===== src/rtl/full_adder_reg.sv =====
// Registered ripple-carry adder: WIDTH full-adder cells chained through a
// carry vector, with sum/carry-out and a valid flag captured on one edge.

module fa_cell (
    input  logic a,
    input  logic b,
    input  logic ci,
    output logic s,
    output logic co
);
    logic p;

    assign p  = a ^ b;
    assign s  = p ^ ci;
    assign co = (a & b) | (ci & p);
endmodule

module full_adder_reg #(
    parameter int WIDTH = 1
) (
    input  logic             clk,
    input  logic             rst_n,
    input  logic             in_valid,
    input  logic [WIDTH-1:0] a,
    input  logic [WIDTH-1:0] b,
    input  logic             c_in,
    output logic             out_valid,
    output logic [WIDTH-1:0] s_out,
    output logic             c_out
);
    localparam int STAGES = 1;

    logic [WIDTH:0]   carry;
    logic [WIDTH-1:0] sum;
    logic [STAGES:0]  vld_pipe;

    assign carry[0] = c_in;

    genvar i;
    generate
        for (i = 0; i < WIDTH; i++) begin : g_bit
            fa_cell u_cell (
                .a  (a[i]),
                .b  (b[i]),
                .ci (carry[i]),
                .s  (sum[i]),
                .co (carry[i+1])
            );
        end
    endgenerate

    assign vld_pipe[0] = in_valid;

    always_ff @(posedge clk or negedge rst_n) begin
        if (!rst_n) begin
            vld_pipe[STAGES:1] <= '0;
        end else begin
            vld_pipe[STAGES:1] <= vld_pipe[STAGES-1:0];
        end
    end

    // Result registers only load on a valid cycle; otherwise they hold.
    always_ff @(posedge clk or negedge rst_n) begin
        if (!rst_n) begin
            s_out <= '0;
            c_out <= 1'b0;
        end else if (in_valid) begin
            s_out <= sum;
            c_out <= carry[WIDTH];
        end
    end

    assign out_valid = vld_pipe[STAGES];
endmodule


===== config.mk =====
export PLATFORM = sky130hd
export DESIGN_NAME = full_adder_reg
export DESIGN_NICKNAME = d
export VERILOG_FILES = /design/src/rtl/full_adder_reg.sv
export SDC_FILE = /design/constraint.sdc
export NUM_CORES = 1
export LEC_CHECK = 0
export CAP_MARGIN = 20
export CORE_AREA = 2 2 39 41
export CTS_CLUSTER_DIAMETER = 50
export DETAILED_ROUTE_END_ITERATION = 7
export DIE_AREA = 0 0 41 43
export GPL_TIMING_DRIVEN = 0
export HOLD_SLACK_MARGIN = 0.1
export SKIP_LAST_GASP = 1
export SLEW_MARGIN = 10
export SYNTH_ARGS = -nofsm -noshare
export SYNTH_HDL_FRONTEND = slang
export SYNTH_HIERARCHICAL = 1
export SYNTH_SLANG_ARGS = --single-unit

===== constraint.sdc =====
create_clock -name clk -period 2.6 [get_ports clk]
set_clock_uncertainty 0.15 [all_clocks]
set_input_delay 0.52 -clock clk [delete_from_list [all_inputs] [get_ports clk]]
set_output_delay 0.52 -clock clk [all_outputs]
set_load 0.01 [all_outputs]

Word level (Yosys, flattened, before mapping):

Cells that the tools add are included.

* bitwise logic cells: 5

Operators by type and width (number)
* 1-bit bitwise AND: 2
* 1-bit XOR: 2
* 1-bit OR: 1

* bits in registers: 3
* logic and storage cells: 8

Depth between registers and ports, before layout:

Gate-level depths: netlist of the first run.

* word-level depth: 3
* gate-level depth with buffers: 2
* depth with buffers taken out: 2

By module:

The synthesis of the first run kept the hierarchy.

Modules (own cells, without submodules)
* full_adder_reg: instances 1, cells each 5, area each 97.6 µm², sequential area each 75.1 µm²
* fa_cell: instances 1, cells each 1, area each 20.0 µm², sequential area each 0.0 µm²

Worst setup path after synthesis of the first run:

OpenSTA, ideal clock, no wires.

* kind: input port to flip-flop
* from: in a
* to: reg s_out
* library setup time: 0.125 ns
* arrival: 1.221 ns
* setup slack: 1.104 ns
* stages: 2
* path buffers: 0
* cells stage by stage: fa_1 -> mux2_2

* cells in the longest elaborated chain, start to end: 2

RTL lines
* start: declaration: RTL line 24 `input logic [WIDTH-1:0] a,`
* 1-bit XOR: RTL line 13 `assign p = a ^ b;`
* 1-bit XOR: RTL line 14 `assign s = p ^ ci;`
* end signal: assignment: RTL line 68 `s_out <= sum;`
* end: declaration: RTL line 28 `output logic [WIDTH-1:0] s_out,`

No other way between the ends.
A chain may end at the register's enable or synchronous reset.

Worst setup path after layout of the first run:

* from: reg c_out
* to: out c_out

RTL lines
* start: declaration: RTL line 29 `output logic c_out`
* start signal: assignment: RTL line 69 `c_out <= carry[WIDTH];`

No word-level cell between the ends.

==> results.yml, run 1 <==
run_status:
  status: "complete, no violations"
worst_setup_path:
  path_max_fanout: 2
  critPathTopFamily: "buffers and inverters"
  required_ns: 1.93
  setup.worst_path.class: "flop to output pin"
  path_cells: "clkdlybuf4s50_1"
  crit_path_start_kind: "flop"
  path_buf_inv: 1
  critPathSlowestCell: "clkdlybuf4s50_1"
  worstSetupEndpointType: "output pin"
  cp.arrival_ns: 1.10
  slowest_delay_ns: 0.53
synth:
  syn_inst: 6
  seq_area_frac_synth_pct: 63.8
  ys_ff_latch: 3
  synth_warnings: 6
  syn-cell-area_sq_um: 118
  synth_cell_types: 3
  avgSynthCellArea_sq_um: 19.6
  syn_nets: 13
cts:
  clockRootBuffer: "clkbuf_4"
  cts_made_buffers: 3
  clock-sinks: 3
  clk_path_buf_depth: 2
  post_cts_buffers: 0
  cts_tree: "yes"
  cts-htree-levels: 1
  cts.reportedPaths.clkPinSlew_ns: 0.04
  cts_resized: 0
  hold_buffers: 0
  clock_latency_ns: 0.23
sta:
  setup_viol_count_final: 0
  setup_ws_ns: 0.834
  fmax_mhz: 566
  slew_violations: 0
  rsz0062_at_grt: "false"
  relSlewSlack_pct: 90.4
  final.min_clock_period_ns: 1.77
  timing.hold.ws_ns: 0.324
  tns_ns: 0
  tightest_slew_ns: 0.144
  hold_viol: 0
  min_period_over_period_pct: 67.9
global_route:
  first_global_vias: 134
  grt_max_degree: 4
  grt_remaining_overflow: 0
  grt_use_total_pct: 5.53
  antenna_found_initial: 0
  grt_pass1_wl_microns: 483
pwr:
  powerDensity_mw_per_mm2: 685
  p_leak_nw: 0.0965
  p_int_w: 0.000132
  power.switching_w: 0.0000355
  netSwitchingFraction_pct: 21.3
  combPwrFrac_pct: 18.6
  pwr-share-seq_pct: 33.1
  p_clk_share_pct: 48.3
  ir_worst_vdd_v: 0.0000985
final_layout:
  design_area_sq_um: 244
  final_common_cell: "clkdlybuf4s50_1"
  drive_gt1_share_pct: 27.8
  seqCellArea_sq_um: 75.1
  antenna_cells: 0
  fin_nets: 26
  final_cell_mix: "8 x clkdlybuf4s50_1, 3 x dfrtp_1, 3 x clkbuf_4"
  area_delta_synth_final_pct: 107
  multi_input_area_sq_um: 42.5
  nFillCells: 152
drt:
  vias: 91
  routed_via_density: 2.68
  wire_per_inst_microns: 7.82
  ant_nets: 0
  drt_first_pass_iters: 2
  drtIter0Drc: 1
  detail_route.drc_violations: 0
  wirelength_microns: 266
placed_design:
  numPortBuffers: 8
  dpl_cell_area_sq_um: 218
  pre_cts_ws_ns: 0.634
  routabilityCongestion: 0.498
die:
  start_util_pct: 8.50
  die_area_sq_mm: 0.00176
  core_area_sq_mm: 0.00138
  ios: 9
  dieHeight_microns: 43
  row_count: 14
  die_w_microns: 41
run:
  cap_violations: 0
min_path:
  hp-class: "input pin to asynchronous set/reset pin"
[final cells by class]
class	instances	share of cell area, %
multi-input cells	3	17.4
repair buffers	8	32.8
clock buffers	4	10.8
flip-flops and latches	3	30.8
well taps	16	8.21
[cell usage after synthesis, drive strengths merged]
master  number  area, sq um
mux2         2         22.5
fa           1         20.0
dfrtp        3         75.1
[state kept, by name, indices dropped and copies added (netlist names)]
signal / cells
c_out: 1
out_valid: 1
s_out: 1
[worst paths after layout]
path | start | end | slack [ns] | cells after the start
setup / recovery | c_out | c_out | 0.83 | 1
hold / removal | rst_n | out_valid | 0.32 | 1
setup reg to reg | c_out | c_out | 1.71 | 1
hold reg to reg | s_out | s_out | 0.36 | 1
max in group asynchronous | rst_n | c_out | 1.83 | 1
min in group clk | s_out | s_out | 0.36 | 1
[layer usage]
layer / GRT usage [%] / up-vias / part of all wire [%]
met5: 0 / - / 0
met4: 8.00 / 0 / 0
met3: 8.38 / 0 / 31
met2: 4.69 / 9 / 35
met1: 3.87 / 39 / 33
li1: - / 43 / -
[power by group through the flow]
stage	logic, W	clock network (W)	registers (W)
floorplan	0.00000612	0	0.0000589
global placement	0.0000306	0	0.0000557
detailed placement	0.0000314	0	0.0000561
CTS	0.0000316	0.0000863	0.0000555
global route	0.0000346	0.0000910	0.0000564
finish	0.0000310	0.0000808	0.0000553
[cell families after synthesis]
kind of cell / synth area share (%)
DFF: 63.8
muxes: 19.1
adders and majority gates: 17.0
[through the flow]
stage	util, %	total power, W	cells
2_1_floorplan	-	0.0000650	6
3_3_place_gp	15.7	0.0000863	30
3_5_place_dp	15.7	0.0000876	30
4_1_cts	17.6	0.000173	34
5_1_grt	17.6	0.000182	34
6_report	17.6	0.000167	34
No activity file was read; power rests on OpenSTA's default activity.
==> inputs of run 2 (changes only) <==
==> constraint.sdc (replaced) <==
create_clock -name clk -period 1.8 [get_ports clk]
set_clock_uncertainty 0.15 [all_clocks]
set_input_delay 0.36 -clock clk [delete_from_list [all_inputs] [get_ports clk]]
set_output_delay 0.36 -clock clk [all_outputs]
set_load 0.01 [all_outputs]
==> results of run 2 <==
The final DEF is identical to that of run 1. Status: complete, no violations.
Among the figures that moved: setup slack after placement 0.634 ns -> -0.00633 ns; setup slack after layout 0.834 ns -> 0.194 ns; hold slack 0.324 ns -> 0.164 ns; register-to-register setup slack 1.71 ns -> 0.91 ns; total power 0.000167 W -> 0.000241 W; worst IR drop on VDD 0.0000985 V -> 0.000142 V
